## src/rtl/mq_decoder_if.sv

```systemverilog
// Bus bundle for mq_decoder.
//   bs_*  : compressed byte stream, valid/ready (decoder is the sink)
//   cx_*  : decode request (Qe index + MPS), valid/ready
//   d_*   : decision result, one-cycle pulse, no backpressure
//   marker_seen, busy : status
// master = stream/request source, slave = decoder.
interface mq_decoder_if;
    logic [7:0] bs_data;
    logic       bs_valid;
    logic       bs_ready;
    logic       cx_valid;
    logic [5:0] cx_index;
    logic       cx_mps;
    logic       cx_ready;
    logic       d_valid;
    logic       d_bit;
    logic [5:0] d_index;
    logic       d_mps;
    logic       marker_seen;
    logic       busy;

    modport master (
        output bs_data, bs_valid, cx_valid, cx_index, cx_mps,
        input  bs_ready, cx_ready, d_valid, d_bit, d_index, d_mps, marker_seen, busy
    );
    modport slave (
        input  bs_data, bs_valid, cx_valid, cx_index, cx_mps,
        output bs_ready, cx_ready, d_valid, d_bit, d_index, d_mps, marker_seen, busy
    );
endinterface

```

## src/rtl/mq_decoder.sv

```systemverilog
// MQ arithmetic decoder (JPEG2000 Tier-1). Pulls compressed bytes, handles
// 0xFF bit-stuffing and marker termination, and returns one decision plus the
// next context state per request. Context memory lives outside this block.
// Ports:
//   clk, rst_n (async active-low), flush (sync restart of INIT)
//   bus : mq_decoder_if.slave (byte stream in, requests in, decisions out)
// Build option: MQD_MARKER_FLAG_EN drives marker_seen from the sticky marker
// register; without it marker_seen is tied 0 (marker handling is unchanged).
module mq_decoder (
    input  logic        clk,
    input  logic        rst_n,
    input  logic        flush,
    mq_decoder_if.slave bus
);
    typedef enum logic [1:0] {S_INIT, S_READY, S_DECIDE, S_RENORM} state_t;

    // {Qe[15:0], NMPS[5:0], NLPS[5:0], SWITCH}
    function automatic logic [28:0] qe_rom(input logic [5:0] i);
        logic [28:0] r;
        case (i)
            6'd0:  r = {16'h5601, 6'd1,  6'd1,  1'b1};
            6'd1:  r = {16'h3401, 6'd2,  6'd6,  1'b0};
            6'd2:  r = {16'h1801, 6'd3,  6'd9,  1'b0};
            6'd3:  r = {16'h0AC1, 6'd4,  6'd12, 1'b0};
            6'd4:  r = {16'h0521, 6'd5,  6'd29, 1'b0};
            6'd5:  r = {16'h0221, 6'd38, 6'd33, 1'b0};
            6'd6:  r = {16'h5601, 6'd7,  6'd6,  1'b1};
            6'd7:  r = {16'h5401, 6'd8,  6'd14, 1'b0};
            6'd8:  r = {16'h4801, 6'd9,  6'd14, 1'b0};
            6'd9:  r = {16'h3801, 6'd10, 6'd14, 1'b0};
            6'd10: r = {16'h3001, 6'd11, 6'd17, 1'b0};
            6'd11: r = {16'h2401, 6'd12, 6'd18, 1'b0};
            6'd12: r = {16'h1C01, 6'd13, 6'd20, 1'b0};
            6'd13: r = {16'h1601, 6'd29, 6'd21, 1'b0};
            6'd14: r = {16'h5601, 6'd15, 6'd14, 1'b1};
            6'd15: r = {16'h5401, 6'd16, 6'd14, 1'b0};
            6'd16: r = {16'h5101, 6'd17, 6'd15, 1'b0};
            6'd17: r = {16'h4801, 6'd18, 6'd16, 1'b0};
            6'd18: r = {16'h3801, 6'd19, 6'd17, 1'b0};
            6'd19: r = {16'h3401, 6'd20, 6'd18, 1'b0};
            6'd20: r = {16'h3001, 6'd21, 6'd19, 1'b0};
            6'd21: r = {16'h2801, 6'd22, 6'd19, 1'b0};
            6'd22: r = {16'h2401, 6'd23, 6'd20, 1'b0};
            6'd23: r = {16'h2201, 6'd24, 6'd21, 1'b0};
            6'd24: r = {16'h1C01, 6'd25, 6'd22, 1'b0};
            6'd25: r = {16'h1801, 6'd26, 6'd23, 1'b0};
            6'd26: r = {16'h1601, 6'd27, 6'd24, 1'b0};
            6'd27: r = {16'h1401, 6'd28, 6'd25, 1'b0};
            6'd28: r = {16'h1201, 6'd29, 6'd26, 1'b0};
            6'd29: r = {16'h1101, 6'd30, 6'd27, 1'b0};
            6'd30: r = {16'h0AC1, 6'd31, 6'd28, 1'b0};
            6'd31: r = {16'h09C1, 6'd32, 6'd29, 1'b0};
            6'd32: r = {16'h08A1, 6'd33, 6'd30, 1'b0};
            6'd33: r = {16'h0521, 6'd34, 6'd31, 1'b0};
            6'd34: r = {16'h0441, 6'd35, 6'd32, 1'b0};
            6'd35: r = {16'h02A1, 6'd36, 6'd33, 1'b0};
            6'd36: r = {16'h0221, 6'd37, 6'd34, 1'b0};
            6'd37: r = {16'h0141, 6'd38, 6'd35, 1'b0};
            6'd38: r = {16'h0111, 6'd39, 6'd36, 1'b0};
            6'd39: r = {16'h0085, 6'd40, 6'd37, 1'b0};
            6'd40: r = {16'h0049, 6'd41, 6'd38, 1'b0};
            6'd41: r = {16'h0025, 6'd42, 6'd39, 1'b0};
            6'd42: r = {16'h0015, 6'd43, 6'd40, 1'b0};
            6'd43: r = {16'h0009, 6'd44, 6'd41, 1'b0};
            6'd44: r = {16'h0005, 6'd45, 6'd42, 1'b0};
            6'd45: r = {16'h0001, 6'd45, 6'd43, 1'b0};
            default: r = {16'h5601, 6'd46, 6'd46, 1'b0};
        endcase
        return r;
    endfunction

    state_t      state_q, state_d;
    logic [15:0] a_q, a_d;
    logic [31:0] c_q, c_d;
    logic [3:0]  ct_q, ct_d;
    logic [3:0]  icnt_q, icnt_d;      // INIT shift steps remaining
    logic        pff_q, pff_d;        // previous consumed byte was 0xFF
    logic        mk_q, mk_d;          // marker reached; fill with 0xFF00 from now on
    logic [5:0]  idx_q, idx_d;
    logic        mps_q, mps_d;
    logic        dv_q, dv_d, dbit_q, dbit_d, dmps_q, dmps_d;
    logic [5:0]  didx_q, didx_d;

    logic [28:0] rom;
    logic [15:0] qe, as_v;
    logic [5:0]  nmps, nlps;
    logic        sw;

    assign rom  = qe_rom(idx_q);
    assign qe   = rom[28:13];
    assign nmps = rom[12:7];
    assign nlps = rom[6:1];
    assign sw   = rom[0];
    assign as_v = a_q - qe;

    // Byte fetch merged with the shift step: when CT is empty the new byte
    // (or marker fill) is added first and the result is shifted in one cycle.
    logic        shift_st, need_byte, stuff, fill, take, shift_ok;
    logic [31:0] c_fill, c_sh;
    logic [3:0]  ct_fill;

    assign shift_st  = (state_q == S_INIT) || (state_q == S_RENORM);
    assign need_byte = (ct_q == 4'd0);
    assign stuff     = pff_q && (bus.bs_data > 8'h8F);
    // A stuffed marker byte is only trusted while bs_valid qualifies bs_data.
    assign fill      = need_byte && (mk_q || (stuff && bus.bs_valid));
    assign take      = need_byte && !mk_q && !stuff && bus.bs_valid;
    assign shift_ok  = !need_byte || fill || take;

    always_comb begin
        c_fill  = c_q;
        ct_fill = ct_q;
        if (fill) begin
            c_fill  = c_q + 32'h0000_FF00;
            ct_fill = 4'd8;
        end else if (take && pff_q) begin
            c_fill  = c_q + {15'd0, bus.bs_data, 9'd0};
            ct_fill = 4'd7;
        end else if (take) begin
            c_fill  = c_q + {16'd0, bus.bs_data, 8'd0};
            ct_fill = 4'd8;
        end
    end
    assign c_sh = c_fill << 1;

    always_comb begin
        state_d = state_q;
        a_d     = a_q;
        c_d     = c_q;
        ct_d    = ct_q;
        icnt_d  = icnt_q;
        pff_d   = pff_q;
        mk_d    = mk_q;
        idx_d   = idx_q;
        mps_d   = mps_q;
        dv_d    = 1'b0;
        dbit_d  = dbit_q;
        didx_d  = didx_q;
        dmps_d  = dmps_q;
        if (flush) begin
            state_d = S_INIT;
            a_d     = 16'h8000;
            c_d     = 32'd0;
            ct_d    = 4'd0;
            icnt_d  = 4'd15;
            pff_d   = 1'b0;
            mk_d    = 1'b0;
        end else begin
            case (state_q)
                S_INIT, S_RENORM: begin
                    if (shift_ok) begin
                        c_d  = c_sh;
                        ct_d = ct_fill - 4'd1;
                        if (take) pff_d = (bus.bs_data == 8'hFF);
                        if (fill) mk_d = 1'b1;
                        if (state_q == S_INIT) begin
                            icnt_d = icnt_q - 4'd1;
                            if (icnt_q == 4'd1) state_d = S_READY;
                        end else begin
                            a_d = {a_q[14:0], 1'b0};
                            if (a_q[14]) state_d = S_READY;
                        end
                    end
                end
                S_READY: begin
                    if (bus.cx_valid) begin
                        idx_d   = (bus.cx_index > 6'd46) ? 6'd46 : bus.cx_index;
                        mps_d   = bus.cx_mps;
                        state_d = S_DECIDE;
                    end
                end
                S_DECIDE: begin
                    dv_d    = 1'b1;
                    dbit_d  = mps_q;
                    didx_d  = idx_q;
                    dmps_d  = mps_q;
                    state_d = S_RENORM;
                    if (c_q[31:16] < qe) begin
                        a_d = qe;
                        if (as_v < qe) begin
                            didx_d = nmps;
                        end else begin
                            dbit_d = ~mps_q;
                            didx_d = nlps;
                            dmps_d = mps_q ^ sw;
                        end
                    end else begin
                        c_d = {c_q[31:16] - qe, c_q[15:0]};
                        a_d = as_v;
                        if (as_v[15]) begin
                            state_d = S_READY;
                        end else if (as_v < qe) begin
                            dbit_d = ~mps_q;
                            didx_d = nlps;
                            dmps_d = mps_q ^ sw;
                        end else begin
                            didx_d = nmps;
                        end
                    end
                end
                default: state_d = S_INIT;
            endcase
        end
    end

    always_ff @(posedge clk or negedge rst_n) begin
        if (!rst_n) begin
            state_q <= S_INIT;
            a_q     <= 16'h8000;
            c_q     <= 32'd0;
            ct_q    <= 4'd0;
            icnt_q  <= 4'd15;
            pff_q   <= 1'b0;
            mk_q    <= 1'b0;
            idx_q   <= 6'd0;
            mps_q   <= 1'b0;
            dv_q    <= 1'b0;
            dbit_q  <= 1'b0;
            didx_q  <= 6'd0;
            dmps_q  <= 1'b0;
        end else begin
            state_q <= state_d;
            a_q     <= a_d;
            c_q     <= c_d;
            ct_q    <= ct_d;
            icnt_q  <= icnt_d;
            pff_q   <= pff_d;
            mk_q    <= mk_d;
            idx_q   <= idx_d;
            mps_q   <= mps_d;
            dv_q    <= dv_d;
            dbit_q  <= dbit_d;
            didx_q  <= didx_d;
            dmps_q  <= dmps_d;
        end
    end

    // rst_n gates bs_ready so nothing is offered while reset is held.
    assign bus.bs_ready = rst_n && !flush && shift_st && need_byte && !mk_q && !stuff;
    assign bus.cx_ready = (state_q == S_READY) && !flush;
    assign bus.busy     = (state_q != S_READY);
    assign bus.d_valid  = dv_q;
    assign bus.d_bit    = dbit_q;
    assign bus.d_index  = didx_q;
    assign bus.d_mps    = dmps_q;
`ifdef MQD_MARKER_FLAG_EN
    assign bus.marker_seen = mk_q;
`else
    assign bus.marker_seen = 1'b0;
`endif
endmodule
```

## src/flat_wrapper.sv

```systemverilog
// flat-port wrapper written by rule: the top's interface ports become plain ports
module mq_decoder_flat 
  (clk, rst_n, flush, bus_bs_data, bus_bs_valid, bus_cx_valid, bus_cx_index, bus_cx_mps, bus_bs_ready, bus_cx_ready, bus_d_valid, bus_d_bit, bus_d_index, bus_d_mps, bus_marker_seen, bus_busy);
  mq_decoder_if bus_i ();
  input  logic clk;
  input  logic rst_n;
  input  logic flush;
  input wire logic [$bits(bus_i.bs_data)-1:0] bus_bs_data;
  input wire logic [$bits(bus_i.bs_valid)-1:0] bus_bs_valid;
  input wire logic [$bits(bus_i.cx_valid)-1:0] bus_cx_valid;
  input wire logic [$bits(bus_i.cx_index)-1:0] bus_cx_index;
  input wire logic [$bits(bus_i.cx_mps)-1:0] bus_cx_mps;
  output wire logic [$bits(bus_i.bs_ready)-1:0] bus_bs_ready;
  output wire logic [$bits(bus_i.cx_ready)-1:0] bus_cx_ready;
  output wire logic [$bits(bus_i.d_valid)-1:0] bus_d_valid;
  output wire logic [$bits(bus_i.d_bit)-1:0] bus_d_bit;
  output wire logic [$bits(bus_i.d_index)-1:0] bus_d_index;
  output wire logic [$bits(bus_i.d_mps)-1:0] bus_d_mps;
  output wire logic [$bits(bus_i.marker_seen)-1:0] bus_marker_seen;
  output wire logic [$bits(bus_i.busy)-1:0] bus_busy;
  assign bus_i.bs_data = bus_bs_data;
  assign bus_i.bs_valid = bus_bs_valid;
  assign bus_i.cx_valid = bus_cx_valid;
  assign bus_i.cx_index = bus_cx_index;
  assign bus_i.cx_mps = bus_cx_mps;
  assign bus_bs_ready = bus_i.bs_ready;
  assign bus_cx_ready = bus_i.cx_ready;
  assign bus_d_valid = bus_i.d_valid;
  assign bus_d_bit = bus_i.d_bit;
  assign bus_d_index = bus_i.d_index;
  assign bus_d_mps = bus_i.d_mps;
  assign bus_marker_seen = bus_i.marker_seen;
  assign bus_busy = bus_i.busy;
  mq_decoder u_core (.clk(clk), .rst_n(rst_n), .flush(flush), .bus(bus_i));
endmodule
```

## config.mk

```make
export PLATFORM = sky130hd
export DESIGN_NAME = mq_decoder_flat
export DESIGN_NICKNAME = d
export VERILOG_FILES = /design/src/rtl/mq_decoder_if.sv /design/src/rtl/mq_decoder.sv /design/src/flat_wrapper.sv
export SDC_FILE = /design/constraint.sdc
export NUM_CORES = 1
export LEC_CHECK = 0
export BUFFER_PORTS_ARGS = -buffer_cell sky130_fd_sc_hd__clkbuf_2
export CELL_PAD_IN_SITES_DETAIL_PLACEMENT = 1
export CELL_PAD_IN_SITES_GLOBAL_PLACEMENT = 2
export CORE_MARGIN = 1.5
export CORE_UTILIZATION = 35
export CTS_CLUSTER_SIZE = 12
export DETAILED_ROUTE_END_ITERATION = 8
export PLACE_DENSITY = 0.78
export SETUP_SLACK_MARGIN = 0.2
export SLEW_MARGIN = 5
export SYNTH_ARGS = -nofsm -noshare
export SYNTH_HDL_FRONTEND = slang
export SYNTH_SLANG_ARGS = --single-unit
```

## constraint.sdc

```tcl
create_clock -name clk -period 5.15 [get_ports clk]
set_input_delay 0.515 -clock clk [delete_from_list [all_inputs] [get_ports clk]]
set_output_delay 0.515 -clock clk [all_outputs]
set_load 0.05 [all_outputs]
```

; Yosys cells after proc, flatten, opt, wreduce, memory -nomap -nowiden
; Memories as Yosys holds them, arrays and structs flattened.
; Index checks and enable logic that the tools add are counted.
; Widths: inputs -> output; s select.
[op_classes]
reduce_logical = 40
n_mux = 54
eq_ne = 13
addsub = 7
magnitude_cmp = 4
n_bitwise = 3
[op_table]
columns = cell, n
row1 = $mux 32, 3
row2 = $mux 31, 3
row3 = $mux 16, 4
row4 = $pmux 32 s2, 1
row5 = $mux 4, 10
row6 = $lt 16x16->1, 2
row7 = $pmux 16 s2, 1
row8 = $sub 16x16->16, 2
row9 = $add 31x16->31, 1
row10 = $add 31x16->31 const B, 1
row11 = $add 31x17->31, 1
row12 = $mux 6, 5
row13 = $reduce_and 3->1, 7
row14 = $mux 1, 18
row15 = $mux 2, 8
row16 = $logic_and 1x1->1, 13
row17 = $reduce_bool 2->1, 5
row18 = $ne 3x3->1 const B, 3
row19 = $eq 8x8->1 const B, 1
row20 = $gt 8x8->1 const B, 1
row21 = $sub 4x1->4 const B, 2
row22 = $gt 6x6->1 const B, 1
row23 = $pmux 2 s3, 1
row24 = $eq 2x2->1 const B, 2
row25 = 17 further kinds, 25
[totals]
wordCells = 136
mem_bits_ro = 1664
output_inout_bits = 13
regBits = 76
input_bits = 20
n_memories = 1
[memory_table]
columns = memory, words, word_bits, read_ports, rd_clocked_by_memory_dff, write_ports, line
row1 = (no name shown), 64, 26, 1, 0, 0, mq_decoder.sv:20  ; case (i)

; Longest topological paths before layout
[logic_depth]
ltp_word = 12
ltp_mapped = 26
mapped_depth_nobuf = 26

; Least setup slack after synthesis
; No wires, ideal clock.
[synth_timing]
path_type = reg2reg
startpoint = register u_core.idx_q[1]
endpoint = register u_core.didx_q[2], in the netlist u_core.bus.d_index[2]
arrival_ns = 4.952
period_less_slack_ns = 5.078
setup_ns = 0.126
setup_slack_ns = 0.072
stages_incl_launch_ff = 24
n_path_buf = 0
cell_sequence = dfrtp_1 > inv_1 > ha_1 > nor2b_1 > o21ai_0 > nand2_1 > nand2_1 > ha_1 > nor2b_1 > o21ai_1 > a21oi_1 > o41ai_1 > o21a_1 > a21oi_1 > xor2_1 > ha_1 > or3_1 > o32ai_1 > o22a_2 > nand2_1 > mux2i_1 > nor2_1 > a221o_1 > o32a_1
[synth_between]
elab_chain_cells = 6
elab_cells_between_ends = 8
cone_classes = add/sub (1) / order compare (2) / mux (4) / memory (1)
[synth_rtl]
columns = item, line
row1 = "start, declared", mq_decoder.sv:79  ; logic [5:0] idx_q, idx_d;
row2 = "start signal, assigned", mq_decoder.sv:229  ; idx_q <= idx_d;
row3 = $mem_v2 64x26 (*), n/a
row4 = $sub 16x16->16, mq_decoder.sv:94  ; assign as_v = a_q - qe;
row5 = $lt 16x16->1, "mq_decoder.sv:180, mq_decoder.sv:192"
row6 = $mux 6, mq_decoder.sv:192  ; end else if (as_v < qe) begin
row7 = $mux 6, mq_decoder.sv:190  ; if (as_v[15]) begin
row8 = $mux 6 (*), mq_decoder.sv:178  ; if (c_q[31:16] < qe) begin
row9 = "end signal, assigned", mq_decoder.sv:233  ; didx_q <= didx_d;
row10 = "end, declared", mq_decoder.sv:82  ; logic [5:0] didx_q, didx_d;
; Every way passes the cells marked *; elsewhere a longest branch is shown, timed or not.
; A chain may end at the register's enable or synchronous reset.

; Worst setup path in the final report
; Ends and elaborated chain as after synthesis.

==> results.json <==
{
  "status": "completed",
  "synth_edf_count": 0,
  "final_antenna_net_count": 0,
  "end_kind": "register",
  "synth-seq-cells": 75,
  "critPathTopFamily": "compound AO/OA/AOI/OAI gates",
  "nFillCells": 2610,
  "register_area_mm2": 0.00189,
  "fin_total_pwr_w": 0.00757,
  "cts_tree": "done",
  "crit_arrival_ps": 5140,
  "start_kind": "register",
  "synth_warnings": 0,
  "slowest_stage": "dfrtp_2",
  "required_ps": 5390,
  "antenna_found_initial": 0,
  "skew_ps": 13.4,
  "rsz0062_at_grt": "yes",
  "yosys.area.top_type": "dfrtp_1",
  "coreArea_mm2": 0.0217,
  "grt_util_all_layers_pct": 24.3,
  "grt_pass1_wl_um": 43200,
  "crit_chain": "inv_4 > ha_4 > nor2b_4 > o21ai_1 > nand2_1 > nand2_2 > ha_4 > o21a_1 > o211ai_1 > buf_4 > o21ai_2 > o41a_1 > nor2_2 > xnor2_2 > ha_1 > a21oi_2 > o22ai_1 > nor3_2 > o22a_2 > nand2b_1 > mux2i_4 > nor2_2 > a221o_1 > o32a_1",
  "dr.pass1.iters": 5,
  "cts_buffers": 9,
  "met3WireLength_um": 696,
  "routed_wl_um": 27200,
  "syn2layout_area_growth_pct": 20.8,
  "slew_violations": 0,
  "dp_hpwl_um": 20400,
  "fp.dieH_um": 151,
  "slew-limit-headroom_pct": 44.3,
  "synth.top_cell.area_share_pct": 22.8,
  "htreeDepth": 3,
  "routabilityCongestion": 0.935,
  "dp.cells": 1304,
  "finalHoldViolCount": 0,
  "netlist_area_mm2": 0.00768,
  "layout_worst_path_cycle_share_pct": 95.1,
  "ios": 33,
  "fin_tns_setup_ps": 0,
  "cts-root-buf": "clkbuf_16",
  "crit_cells": 24,
  "die_area_mm2": 0.0228,
  "utilization_pct": 42.8,
  "syn_inst": 982,
  "path_buf_inv": 2,
  "crit_path_max_incr_delay_ps": 500,
  "syn-num-nets": 1083,
  "wirelength_met1_um": 12500,
  "die_w_um": 151,
  "seq_area_frac_synth_pct": 24.5,
  "drc": 0,
  "rr_worst_depth": 24,
  "power.density_mw_per_mm2": 816,
  "maxCapViolCount": 0,
  "drive_gt1_share_pct": 19.5,
  "rows": 54,
  "layout.cells.non_filler": 1334,
  "multi_input_area_mm2": 0.00587,
  "fin_hold_ws_ps": 34.2,
  "crit_type": "register to register",
  "async_reset_ff_share_pct": 100,
  "setup_viol": 0,
  "hp-class": "input port to asynchronous set/reset pin",
  "drt_iter0_drc": 370,
  "synth_area_leaders": "dfrtp_1, ha_1, nand2_1, a21oi_1, nor2_1",
  "drt-wirelength-per-cell_um": 20.4,
  "num_vias": 7845,
  "synthDistinctLibCells": 78,
  "grt_pass1_vias": 7998,
  "syn_avg_cell_area_um2": 7.82,
  "path_clk_slew_ps": 80,
  "cts_hold_buf": 0,
  "clock_sinks": 75,
  "cts_buffer_depth": 2,
  "period_minus_slack_ps": 4900,
  "grt_start_max_net_pins": 61,
  "max-vdd-ir-drop_mv": 0.410,
  "initial_utilization_pct": 35.4,
  "vias_per_cell": 5.88,
  "routed.top_layer": "met4",
  "worst_pin_slew_ps": 836,
  "diodes": 0,
  "insertion_delay_ps": 360,
  "ys.flop_type": "dfrtp_1",
  "fmax_ghz": 0.204,
  "crit_path_max_fanout": 6,
  "finalNetCount": 1150,
  "dr_wl_met2_um": 13200,
  "grt-ovfl-total": 0,
  "p_leak_nw": 4.01,
  "port_buffers": 31
}
==> layer usage <==
metal,GRT usage (%),up-vias
li1,-,3797
met1,32.3,3883
met2,41.3,120
met3,2.47,45
met4,8.01,0
met5,0,-
==> per-stage QoR <==
stage | worst slack [ps] | area [µm²]
finish | 250 | 9270
CTS | 204 | 8870
global route | -16.7 | 9270
floorplan | 214 | 7690
detailed placement | -52.0 | 8490
global placement | 105 | 8490
==> worst paths after layout <==
path                                  from                     to  slack, ps
max in group asynchronous            rst_n         u_core.a_q[10]       3970
hold reg to reg              u_core.c_q[1]          u_core.c_q[1]        490
setup reg to reg           u_core.idx_q[1]  u_core.bus.d_index[2]        250
min in group clk                bus_cx_mps           u_core.mps_q        390
hold / removal                       rst_n        u_core.idx_q[4]         30
setup / recovery           u_core.idx_q[1]  u_core.bus.d_index[2]        250
==> Yosys cell counts (4+ instances only) <==
master    count
a21boi_0      6
xor2_1       22
a31oi_1      15
a211oi_1     15
dfrtp_1      70
o22ai_1       7
mux2i_1       8
o21ai_1      19
and2_1        5
inv_1        27
a221o_1       5
o211ai_1     17
dfstp_2       5
ha_1         79
o311a_1       6
nand3_1      16
nand2b_1     13
a21o_1       11
a21oi_1      78
o41ai_1       5
nor2b_1      10
a22o_1       23
nand4_1       8
or3_1         9
o21a_1       10
nor2_1      104
a211o_1       4
clkbuf_1     42
buf_1         4
a32oi_1       5
o31ai_1      11
xnor2_1      30
nor3_1       27
or4_1         4
o21ai_0      70
o21bai_1      7
and3_1        6
a22oi_1       7
nand2_1     108
==> where the power goes <==
part / switching, W / internal (W) / leakage (nW)
combinational: 0.00342 / 0.00247 / 2.87
sequential: 0.000255 / 0.000759 / 0.989
clock: 0.000325 / 0.000345 / 0.145
==> cells by family (layout without fill, tap and decap cells) <==
kind of cell,after synthesis,count (layout),synth area share (%)
other cells,1,1,0.0488
compound gates,358,358,31.3
xor+xnor,52,52,5.93
flops,75,75,24.5
mux,9,9,1.19
buf+inv,78,150,3.88
simple gates,328,328,19.8
fa+ha+maj,81,81,13.4
==> worst register-to-register path, delay by kind of cell (launching register included) <==
| kind | cells | cell delay, ps |
|---|---|---|
| AO/OA/AOI/OAI | 10 | 1960 |
| XOR/XNOR | 1 | 90 |
| adder cells (fa/ha/maj) | 3 | 890 |
| buffers and inverters | 2 | 250 |
| flip-flops | 1 | 500 |
| multiplexers | 1 | 260 |
| AND/OR/NAND/NOR | 7 | 840 |
==> flip-flops by register name, summed over array words and instances (netlist names) <==
| register | count |
|---|---|
| u_core.bus.d_bit | 1 |
| u_core.bus.d_index | 6 |
| u_core.bus.d_valid | 1 |
| u_core.c_q | 31 |
| u_core.mk_q | 1 |
| u_core.state_q | 2 |
| u_core.a_q | 16 |
| u_core.bus.d_mps | 1 |
| u_core.ct_q | 4 |
| u_core.pff_q | 1 |
| u_core.idx_q | 6 |
| u_core.mps_q | 1 |
| u_core.icnt_q | 4 |
==> area by class of cell <==
class | count | area share [%]
clock buffer | 9 | 2.43
clock inverter | 7 | 0.810
inverter | 30 | 1.31
multi-input combinational | 829 | 63.3
sequential | 75 | 20.3
tap | 280 | 3.78
timing repair buffer | 104 | 8.02
==> layout by cell type (no fill, tap or decap), drive strengths merged, types with 27 or more instances in the layout <==
master,n
nor2,104
nand2,109
ha,79
inv,33
xnor2,30
o21ai,89
dfrtp,70
buf,74
nor3,27
a21oi,78
clkbuf,39
==> timing repair <==
item	CTS	global route
endpoints found under the hold margin	0	0
endpoints found under the setup margin	8	17
resized for setup	17	68
setup buffers	3	11
pin swaps	2	23
(Power assumes the default switching activity.)
